## src/rtl/soc_pkg.sv

```systemverilog
// Shared SoC datapath types.
package soc_pkg;

  localparam int unsigned DATA_WIDTH = 8;

  typedef logic [DATA_WIDTH-1:0] data_t;

endpackage

```

## src/rtl/reg_share_arbiter.sv

```systemverilog
// Round-robin write arbiter in front of one shared data_t register.
// A grant loads the winner's wdata, pulses gnt/q_valid, then holds the
// register for HOLD_CYCLES cycles (grant cycle included) before re-arbitrating.
module reg_share_arbiter
  import soc_pkg::*;
#(
  parameter int unsigned NUM_REQ     = 4,
  parameter int unsigned HOLD_CYCLES = 2
) (
  input  logic                                   clk,
  input  logic                                   rst_n,
  input  logic [NUM_REQ-1:0]                     req,
  input  logic [NUM_REQ*DATA_WIDTH-1:0]          wdata,
  output logic [NUM_REQ-1:0]                     gnt,
  output data_t                                  q,
  output logic                                   q_valid,
  output logic [((NUM_REQ > 1) ? $clog2(NUM_REQ) : 1)-1:0] owner,
  output logic                                   busy
);

  localparam int unsigned PTR_W = (NUM_REQ > 1) ? $clog2(NUM_REQ) : 1;
  localparam int unsigned CNT_W = (HOLD_CYCLES > 1) ? $clog2(HOLD_CYCLES + 1) : 1;

  typedef enum logic {
    IDLE = 1'b0,
    HOLD = 1'b1
  } state_t;

  state_t               state_q, state_d;
  logic [PTR_W-1:0]     ptr_q, ptr_d;
  logic [CNT_W-1:0]     cnt_q, cnt_d;
  logic [NUM_REQ-1:0]   gnt_d;
  data_t                q_d;
  logic                 q_valid_d;
  logic [PTR_W-1:0]     owner_d;
  logic                 busy_d;
  logic [PTR_W-1:0]     idx;
  logic [PTR_W-1:0]     win;
  logic                 found;

  // State, pointer, counter and all outputs are registered together.
  always_ff @(posedge clk or negedge rst_n) begin
    if (!rst_n) begin
      state_q <= IDLE;
      ptr_q   <= '0;
      cnt_q   <= '0;
      gnt     <= '0;
      q       <= '0;
      q_valid <= 1'b0;
      owner   <= '0;
      busy    <= 1'b0;
    end else begin
      state_q <= state_d;
      ptr_q   <= ptr_d;
      cnt_q   <= cnt_d;
      gnt     <= gnt_d;
      q       <= q_d;
      q_valid <= q_valid_d;
      owner   <= owner_d;
      busy    <= busy_d;
    end
  end

  // Round-robin winner search starting at ptr, then next-state and output values.
  always_comb begin
    state_d   = state_q;
    ptr_d     = ptr_q;
    cnt_d     = cnt_q;
    gnt_d     = '0;
    q_d       = q;
    q_valid_d = 1'b0;
    owner_d   = owner;
    idx       = '0;
    win       = '0;
    found     = 1'b0;

    for (int i = 0; i < int'(NUM_REQ); i++) begin
      idx = PTR_W'((int'(ptr_q) + i) % int'(NUM_REQ));
      if (!found && req[idx]) begin
        found = 1'b1;
        win   = idx;
      end
    end

    unique case (state_q)
      IDLE: begin
        if (found) begin
          q_d        = wdata[int'(win)*DATA_WIDTH +: DATA_WIDTH];
          gnt_d[win] = 1'b1;
          q_valid_d  = 1'b1;
          owner_d    = win;
          ptr_d      = PTR_W'((int'(win) + 1) % int'(NUM_REQ));
          cnt_d      = CNT_W'(1);
          state_d    = HOLD;
        end
      end
      HOLD: begin
        if (cnt_q == CNT_W'(HOLD_CYCLES)) begin
          state_d = IDLE;
        end else begin
          cnt_d = cnt_q + CNT_W'(1);
        end
      end
      default: state_d = IDLE;
    endcase

    busy_d = (state_d == HOLD);
  end

endmodule

```

## config.mk

```make
export PLATFORM = sky130hd
export DESIGN_NAME = reg_share_arbiter
export DESIGN_NICKNAME = d
export VERILOG_FILES = /design/src/rtl/soc_pkg.sv /design/src/rtl/reg_share_arbiter.sv
export SDC_FILE = /design/constraint.sdc
export NUM_CORES = 1
export LEC_CHECK = 0
export ABC_AREA = 1
export CORE_ASPECT_RATIO = 0.8
export CORE_MARGIN = 2
export CORE_UTILIZATION = 34
export DETAILED_ROUTE_END_ITERATION = 7
export PLACE_DENSITY = 0.76
export SLEW_MARGIN = 25
export SYNTH_ARGS = -nofsm -noshare
export SYNTH_HDL_FRONTEND = slang
export SYNTH_SLANG_ARGS = --single-unit
```

## constraint.sdc

```tcl
create_clock -name clk -period 1.55 [get_ports clk]
set_input_delay 0.2325 -clock clk [delete_from_list [all_inputs] [get_ports clk]]
set_output_delay 0.2325 -clock clk [all_outputs]
set_load 0.02 [all_outputs]
```

==> impl_metrics.prom, run 1 <==
# TYPE chip_impl_metric gauge
chip_impl_info{name="critical_path.most_common_cell",value="sky130_fd_sc_hd__nand2_1"} 1
chip_impl_metric{name="comb_power_share",unit=""} 0.759
chip_impl_metric{name="cts.sink_count",unit=""} 20
chip_impl_metric{name="switching_power",unit="mW"} 2.95
chip_impl_metric{name="cp_data_arrival_time",unit="ns"} 2.04
chip_impl_metric{name="drt-vias-per-instance",unit=""} 4.86
chip_impl_metric{name="antennaDiodeCount",unit=""} 0
chip_impl_metric{name="final-setup-viol-count",unit=""} 20
chip_impl_metric{name="synth_seq_area_share",unit=""} 0.353
chip_impl_info{name="post_synth_top_flop",value="sky130_fd_sc_hd__dfrtp_1"} 1
chip_impl_info{name="min_path_type",value="in -> async"} 1
chip_impl_metric{name="floorplan.rows",unit=""} 20
chip_impl_info{name="clock_tree_from_tritoncts",value="built"} 1
chip_impl_info{name="status",value="complete, but fails checks"} 1
chip_impl_info{name="crit_type",value="reg -> reg"} 1
chip_impl_metric{name="int_pwr",unit="mW"} 3.04
chip_impl_metric{name="place.gp.congestion",unit=""} 0.874
chip_impl_metric{name="antenna_violations_before_repair",unit=""} 0
chip_impl_metric{name="final_max_slew_viol_count",unit=""} 0
chip_impl_metric{name="first_pass_iters",unit=""} 4
chip_impl_metric{name="p_leak",unit="nW"} 1.20
chip_impl_metric{name="area_growth",unit="%"} 75.4
chip_impl_info{name="root_buffer_cell",value="sky130_fd_sc_hd__clkbuf_8"} 1
chip_impl_metric{name="final.fill_count",unit=""} 332
chip_impl_metric{name="initial_core_util",unit=""} 0.363
chip_impl_info{name="netlist.top_cell.by_area",value="sky130_fd_sc_hd__dfrtp_1"} 1
chip_impl_metric{name="htree_levels",unit=""} 1
chip_impl_metric{name="design.final.nets",unit=""} 321
chip_impl_metric{name="synthesis_warnings",unit=""} 0
chip_impl_metric{name="route.detailed.wl_per_inst",unit="um"} 13.0
chip_impl_metric{name="path_clk_slew",unit="ns"} 0.08
chip_impl_info{name="post_synth_most_frequent_cells",value="sky130_fd_sc_hd__nand2_1, sky130_fd_sc_hd__dfrtp_1, sky130_fd_sc_hd__nand4_1"} 1
chip_impl_info{name="critical-path-slowest-cell",value="sky130_fd_sc_hd__dfrtp_2"} 1
chip_impl_info{name="synth_most_common_cell",value="sky130_fd_sc_hd__nand2_1"} 1
chip_impl_metric{name="dieArea",unit="mm2"} 0.00471
chip_impl_metric{name="grtUsageTotal",unit=""} 0.181
chip_impl_metric{name="first_iter_violations",unit=""} 72
chip_impl_info{name="rsz_0062_raised_after_global_routing",value="true"} 1
chip_impl_metric{name="drive_gt1_frac",unit=""} 0.324
chip_impl_metric{name="min_period_over_period",unit=""} 1.21
chip_impl_metric{name="clockPowerShare",unit=""} 0.088
chip_impl_metric{name="worstPathMaxFanout",unit=""} 6
chip_impl_metric{name="synth.ff_latch_count",unit=""} 20
chip_impl_metric{name="timing.final.ws_setup",unit="ns"} -0.329
chip_impl_metric{name="grt_start_max_net_pins",unit=""} 21
chip_impl_metric{name="max_clock_freq",unit="GHz"} 0.532
chip_impl_metric{name="clock_latency",unit="ns"} 0.27
chip_impl_metric{name="fin_area",unit="mm2"} 0.00249
chip_impl_metric{name="cts.path.max_buffers",unit=""} 2
chip_impl_metric{name="synth.cell_area",unit="mm2"} 0.00142
chip_impl_info{name="cp-end-kind",value="flop"} 1
chip_impl_metric{name="timing.final.hold_violations",unit=""} 0
chip_impl_metric{name="drt-met1-wl",unit="mm"} 1.83
chip_impl_metric{name="dp_hpwl",unit="mm"} 3.09
chip_impl_metric{name="max_slew_margin",unit=""} 0.832
chip_impl_metric{name="die_h",unit="um"} 61.8
chip_impl_metric{name="total_power",unit="mW"} 5.99
chip_impl_metric{name="grt_pass1_vias",unit=""} 1488
chip_impl_metric{name="power_per_cell_area",unit="mW/mm2"} 2410
chip_impl_info{name="cp-start-kind",value="flop"} 1
chip_impl_metric{name="drc_errors",unit=""} 0
chip_impl_metric{name="die_x",unit="um"} 76.2
chip_impl_info{name="cp_cell_sequence",value="buf_8 -> inv_8 -> nand2_2 -> nand2_1 -> nand2_1 -> nand2_2 -> nand3_4 -> nand2_8 -> inv_6 -> or2_0 -> nand2_1 -> nor2_1"} 1
chip_impl_metric{name="share_seq_of_total_power",unit=""} 0.154
chip_impl_metric{name="drt.antenna.violating_nets",unit=""} 0
chip_impl_metric{name="number_of_enable_type_register_cells_in_the_synthesized_netlist",unit=""} 0
chip_impl_metric{name="met2WireLength",unit="mm"} 2.24
chip_impl_info{name="synth.area.top_cells",value="sky130_fd_sc_hd__dfrtp_1, sky130_fd_sc_hd__nand2_1, sky130_fd_sc_hd__nand4_1"} 1
chip_impl_metric{name="placed_cell_area",unit="mm2"} 0.00217
chip_impl_metric{name="cpPeakStageDelay",unit="ns"} 0.42
chip_impl_metric{name="synth_largest_type_area_fraction",unit=""} 0.353
chip_impl_metric{name="globalRoute.totalOverflow",unit=""} 0
chip_impl_metric{name="timing.final.crit_period",unit="ns"} 1.88
chip_impl_metric{name="grt_first_pass_wirelength",unit="mm"} 6.73
chip_impl_metric{name="postSynth.asyncResetShare",unit=""} 1.00
chip_impl_metric{name="via_count",unit=""} 1633
chip_impl_metric{name="yosys.cell_types.count",unit=""} 27
chip_impl_metric{name="post_synth_inst_count",unit=""} 202
chip_impl_metric{name="io_pins",unit=""} 54
chip_impl_info{name="failed_checks",value="negative setup slack"} 1
chip_impl_metric{name="clock_skew",unit="ns"} 0.00339
chip_impl_metric{name="avgSynthCellArea",unit="um2"} 7.02
chip_impl_metric{name="required",unit="ns"} 1.71
chip_impl_metric{name="wl_met3",unit="um"} 225
chip_impl_metric{name="port-buffer-count",unit=""} 53
chip_impl_metric{name="ir_worst_vdd",unit="uV"} 913
chip_impl_metric{name="worst_pin_slew",unit="ns"} 0.251
chip_impl_metric{name="power.share.switching",unit=""} 0.493
chip_impl_metric{name="synthesis.nets",unit=""} 241
chip_impl_metric{name="route.final.wire_length",unit="mm"} 4.37
chip_impl_metric{name="maxCapViolations",unit=""} 0
chip_impl_metric{name="cts_inserted_buffers",unit=""} 3
chip_impl_info{name="top_layer_used",value="met4"} 1
chip_impl_metric{name="floorplan.core_area",unit="mm2"} 0.00390
-- timing repair --
action / CTS / global route
pin swaps: 11 / 15
gates resized for setup: 28 / 23
hold buffers: 0 / 0
setup endpoints to repair: 20 / 20
buffers inserted: 5 / 1
gates cloned: 1 / 1
-- power groups by stage --
stage / Clock [mW] / Sequential (mW) / Combinational [mW]
floorplan: 0 / 1.12 / 2.33
global placement: 0 / 0.947 / 3.62
detailed placement: 0 / 0.951 / 3.71
CTS: 0.532 / 0.914 / 4.17
global route: 0.553 / 0.950 / 4.93
finish: 0.527 / 0.920 / 4.55
-- final timing paths --
check,from,to,slack [ns],depth (start not counted)
min,rst_n,owner[0],0.30,2
max reg2reg,ptr_q[0],q[7],-0.33,12
min in group clk,owner[1],owner[1],0.49,2
min reg2reg,owner[1],owner[1],0.49,2
max,ptr_q[0],q[7],-0.33,12
max in group asynchronous,rst_n,ptr_q[1],1.03,2
-- cells in the final DEF, fill, tap and decap left out, types with 2 or more instances in the layout --
master,Yosys,routed
sky130_fd_sc_hd__nand3_1,16,11
sky130_fd_sc_hd__nand2_4,2,8
sky130_fd_sc_hd__nand4_1,17,17
sky130_fd_sc_hd__nand2_1,89,61
sky130_fd_sc_hd__buf_6,2,3
sky130_fd_sc_hd__o21ai_1,1,2
sky130_fd_sc_hd__nor2_2,1,3
sky130_fd_sc_hd__o21ai_0,3,2
sky130_fd_sc_hd__inv_1,13,11
sky130_fd_sc_hd__nor2_1,12,9
sky130_fd_sc_hd__inv_2,3,4
sky130_fd_sc_hd__nand3_2,1,3
sky130_fd_sc_hd__buf_12,1,2
sky130_fd_sc_hd__nor2_4,3,4
sky130_fd_sc_hd__buf_4,0,20
sky130_fd_sc_hd__clkbuf_8,0,3
sky130_fd_sc_hd__nand3_4,2,6
sky130_fd_sc_hd__nand2_2,3,24
sky130_fd_sc_hd__dfrtp_1,20,18
sky130_fd_sc_hd__or2_1,2,2
sky130_fd_sc_hd__clkdlybuf4s50_1,0,53
sky130_fd_sc_hd__dfrtp_2,0,2
sky130_fd_sc_hd__inv_6,1,2
-- critical path: cells and delay by family (launching register included) --
kind,cells,cell delay [ns]
AND/OR/NAND/NOR,9,1.06
flip-flops,1,0.42
buffers and inverters,3,0.28
-- state kept, by name (all words and copies together) (netlist names) --
| register | flops |
|---|---|
| ptr_q | 2 |
| cnt_q | 2 |
| owner | 2 |
| gnt | 4 |
| q | 8 |
| state_q | 1 |
| q_valid | 1 |
-- cell type report --
class / count / area (um2) / share of cell area
Timing Repair Buffer: 79 / 769 / 0.310
Tap cell: 55 / 68.8 / 0.0277
Clock buffer: 3 / 41.3 / 0.0166
Inverter: 17 / 76.3 / 0.0307
Clock inverter: 1 / 30.0 / 0.0121
Timing Repair inverter: 1 / 8.76 / 0.00352
Sequential cell: 20 / 503 / 0.202
Multi-Input combinational cell: 160 / 988 / 0.398
-- layer usage --
metal,global-route usage,vias to the layer above
met3,0.0332,8
met4,0.0494,0
met5,0,-
li1,-,814
met1,0.223,757
met2,0.338,54
-- cell families after synthesis --
family | count (synthesis) | share of synthesized area
DFF | 20 | 0.353
adders and majority gates | 1 | 0.00882
buffers and inverters | 23 | 0.0891
and+or+nand+nor | 151 | 0.520
AOI/OAI and AO/OA | 7 | 0.0291
-- metrics by stage --
step | cells | setup WS [ns] | hold slack (ns) | setup TNS (ns) | util
after floorplan | 202 | -0.0971 | -0.0631 | -0.844 | -
after global placement | 324 | -0.401 | 0.464 | -6.50 | 0.555
after detailed placement | 324 | -0.481 | 0.476 | -7.66 | 0.555
after CTS | 334 | -0.244 | 0.306 | -3.15 | 0.609
after global routing | 336 | -0.443 | 0.322 | -6.93 | 0.637
final | 336 | -0.329 | 0.296 | -5.14 | 0.637
Power figures use the tool's default switching activity.
==> run 2: changes to the inputs <==
--- a/config.mk
+++ b/config.mk
@@ -11,6 +11,7 @@
 export CORE_UTILIZATION = 34
 export DETAILED_ROUTE_END_ITERATION = 7
 export PLACE_DENSITY = 0.76
+export SETUP_SLACK_MARGIN = 0.5
 export SLEW_MARGIN = 25
 export SYNTH_ARGS = -nofsm -noshare
 export SYNTH_HDL_FRONTEND = slang
==> run 2 against run 1 <==
Against the previous run: clock power about the same; critical path depth unchanged; largest cell class unchanged; via count decreased by 2.8%; fmax increased by 3.6%; die area unchanged; critical endpoint is now q[6]; clock skew about the same; the flow still finishes with violations (negative setup slack); count of clock-buffer cells in the layout unchanged; largest power group unchanged.
==> impl_metrics.prom, run 2 (synthesized netlist as in run 1, its figures left out) <==
# TYPE chip_impl_metric gauge
chip_impl_metric{name="grt_first_pass_wirelength",unit="mm"} 6.80
chip_impl_metric{name="grt_pass1_vias",unit=""} 1515
chip_impl_metric{name="final.fill_count",unit=""} 358
chip_impl_metric{name="min_period_over_period",unit=""} 1.17
chip_impl_info{name="cp_cell_sequence",value="buf_12 -> inv_8 -> nand2_2 -> nand3_2 -> nand2_2 -> nor2_4 -> nand3_4 -> nand2_8 -> inv_4 -> or2_1 -> nand2_1 -> nor2_1"} 1
chip_impl_metric{name="worst_pin_slew",unit="ns"} 0.258
chip_impl_metric{name="drive_gt1_frac",unit=""} 0.332
chip_impl_metric{name="total_power",unit="mW"} 5.78
chip_impl_metric{name="port-buffer-count",unit=""} 53
chip_impl_metric{name="required",unit="ns"} 1.71
chip_impl_metric{name="globalRoute.totalOverflow",unit=""} 0
chip_impl_metric{name="power_per_cell_area",unit="mW/mm2"} 2410
chip_impl_info{name="cp-start-kind",value="flop"} 1
chip_impl_metric{name="die_x",unit="um"} 76.2
chip_impl_metric{name="timing.final.hold_violations",unit=""} 0
chip_impl_metric{name="floorplan.rows",unit=""} 20
chip_impl_metric{name="grt_start_max_net_pins",unit=""} 21
chip_impl_metric{name="first_pass_iters",unit=""} 4
chip_impl_info{name="startpoint",value="ptr_q[0]"} 1
chip_impl_metric{name="max_clock_freq",unit="GHz"} 0.551
chip_impl_metric{name="floorplan.core_area",unit="mm2"} 0.00390
chip_impl_metric{name="route.final.wire_length",unit="mm"} 4.20
chip_impl_metric{name="design.final.nets",unit=""} 326
chip_impl_metric{name="timing.final.ws_setup",unit="ns"} -0.265
chip_impl_metric{name="place.gp.congestion",unit=""} 0.845
chip_impl_metric{name="drt-vias-per-instance",unit=""} 4.65
chip_impl_metric{name="cts.sink_count",unit=""} 20
chip_impl_metric{name="cts_inserted_buffers",unit=""} 3
chip_impl_metric{name="cpPeakStageDelay",unit="ns"} 0.40
chip_impl_metric{name="grtUsageTotal",unit=""} 0.182
chip_impl_metric{name="via_count",unit=""} 1587
chip_impl_metric{name="drt.antenna.violating_nets",unit=""} 0
chip_impl_info{name="layout_top_registers",value="q (8), gnt (4)"} 1
chip_impl_metric{name="initial_core_util",unit=""} 0.363
chip_impl_metric{name="dieArea",unit="mm2"} 0.00471
chip_impl_metric{name="clock_skew",unit="ns"} 0.00293
chip_impl_metric{name="route.detailed.wl_per_inst",unit="um"} 12.3
chip_impl_metric{name="io_pins",unit=""} 54
chip_impl_info{name="most-common-layout-cells",value="sky130_fd_sc_hd__nand2_1, sky130_fd_sc_hd__clkdlybuf4s50_1, sky130_fd_sc_hd__buf_4"} 1
chip_impl_metric{name="post-place-cells",unit=""} 321
chip_impl_metric{name="worst_path_bufs_invs",unit=""} 3
chip_impl_metric{name="antennaDiodeCount",unit=""} 0
chip_impl_info{name="critical_path.most_common_cell",value="sky130_fd_sc_hd__nand2_2"} 1
chip_impl_metric{name="cp_data_arrival_time",unit="ns"} 1.97
chip_impl_info{name="rsz_0062_raised_after_global_routing",value="true"} 1
chip_impl_metric{name="cts.path.max_buffers",unit=""} 2
chip_impl_metric{name="die_h",unit="um"} 61.8
chip_impl_metric{name="final-setup-viol-count",unit=""} 20
chip_impl_metric{name="dp_hpwl",unit="mm"} 3.09
chip_impl_metric{name="timing.final.crit_period",unit="ns"} 1.81
chip_impl_info{name="critical-path-slowest-cell",value="sky130_fd_sc_hd__dfrtp_1"} 1
chip_impl_info{name="status",value="complete, but fails checks"} 1
chip_impl_info{name="min_path_type",value="in -> async"} 1
chip_impl_metric{name="p_leak",unit="nW"} 1.23
chip_impl_info{name="worstReg2RegStart",value="ptr_q[0]"} 1
chip_impl_metric{name="area_growth",unit="%"} 69.4
chip_impl_info{name="crit_type",value="reg -> reg"} 1
chip_impl_metric{name="path_clk_slew",unit="ns"} 0.08
chip_impl_metric{name="max_reg_flops",unit=""} 8
chip_impl_metric{name="r2r_slack",unit="ns"} -0.26
chip_impl_metric{name="drc_errors",unit=""} 0
chip_impl_metric{name="stdcell_count",unit=""} 341
chip_impl_info{name="cp-end-kind",value="flop"} 1
chip_impl_metric{name="clock_latency",unit="ns"} 0.26
chip_impl_metric{name="max_slew_margin",unit=""} 0.828
chip_impl_info{name="clock_tree_from_tritoncts",value="built"} 1
chip_impl_metric{name="antenna_violations_before_repair",unit=""} 0
chip_impl_metric{name="final.setup.tns",unit="ns"} -3.95
chip_impl_info{name="max_flop_register",value="q"} 1
chip_impl_metric{name="maxCapViolations",unit=""} 0
chip_impl_info{name="crit_family",value="simple AND/OR/NAND/NOR gates"} 1
chip_impl_metric{name="htree_levels",unit=""} 1
chip_impl_metric{name="first_iter_violations",unit=""} 111
chip_impl_metric{name="ir_worst_vdd",unit="uV"} 1210
chip_impl_info{name="root_buffer_cell",value="sky130_fd_sc_hd__clkbuf_8"} 1
chip_impl_metric{name="final_max_slew_viol_count",unit=""} 0
chip_impl_metric{name="worstPathMaxFanout",unit=""} 10
chip_impl_info{name="layout_commonest_cell",value="sky130_fd_sc_hd__nand2_1"} 1
chip_impl_info{name="failed_checks",value="negative setup slack"} 1
run 2: changes by cell type in the layout (fill, tap and decap cells not counted), moves of 3 or more:
cell / change
sky130_fd_sc_hd__buf_2: +6
sky130_fd_sc_hd__buf_6: +11
sky130_fd_sc_hd__buf_4: +6
sky130_fd_sc_hd__clkdlybuf4s50_1: -16
sky130_fd_sc_hd__nand2_2: -8
sky130_fd_sc_hd__nand3_4: -3
sky130_fd_sc_hd__nand2_4: -5
sky130_fd_sc_hd__nand2_1: +13
run 2: layout make-up:
cell class	instances	area (um2)	share of cell area
flip-flops and latches	20	502	0.209
clock inverters	1	30.0	0.0125
well taps	55	68.8	0.0287
inverters	17	73.8	0.0307
repair buffers	85	793	0.330
multi-input cells	160	892	0.372
clock buffers	3	41.3	0.0172
run 2: per-layer routing:
metal,wire length (um),vias up,part of all wire,GRT usage
li1,-,821,-,-
met1,1860,727,0.44,0.221
met2,2150,35,0.51,0.346
met3,147,4,0.035,0.0405
met4,34,0,0.0081,0.0364
met5,0,-,0,0
run 2: worst paths after layout:
path                                 end  cells after the start
worst min-delay path            cnt_q[1]                      2
max in group asynchronous       ptr_q[1]                      2
worst max register to register      q[6]                     12
worst max-delay path                q[6]                     12
min in group clk                owner[1]                      2
worst min register to register  owner[1]                      2
run 2: what timing repair did:
item,in CTS,in global routing
buffers inserted,7,7
hold buffers,0,0
endpoints found under the setup margin,36,31
gates resized for setup,79,25
gates cloned,0,2
pin swaps,8,4
run 2: power breakdown:
part           internal (mW)  switching [mW]
Combinational           1.88            2.45
Sequential             0.776           0.144
Clock                  0.345           0.182
run 2: through the flow:
step                utilization  setup slack [ns]  cell area [um2]  hold WS (ns)
detailed placement        0.554            -0.478             2160         0.470
finish                    0.615            -0.265             2400         0.311
global placement          0.554            -0.379             2160         0.463
CTS                       0.581            -0.213             2270         0.317
global route              0.615            -0.391             2400         0.332
floorplan                     -           -0.0966             1470       -0.0631
==> run 3: changes to the inputs <==
--- a/config.mk
+++ b/config.mk
@@ -9,6 +9,7 @@
 export CORE_ASPECT_RATIO = 0.8
 export CORE_MARGIN = 2
 export CORE_UTILIZATION = 34
+export CTS_CLUSTER_SIZE = 40
 export DETAILED_ROUTE_END_ITERATION = 7
 export PLACE_DENSITY = 0.76
 export SETUP_SLACK_MARGIN = 0.5
==> results of run 3 <==
Final layout, timing and power as in run 2 (identical DEF).
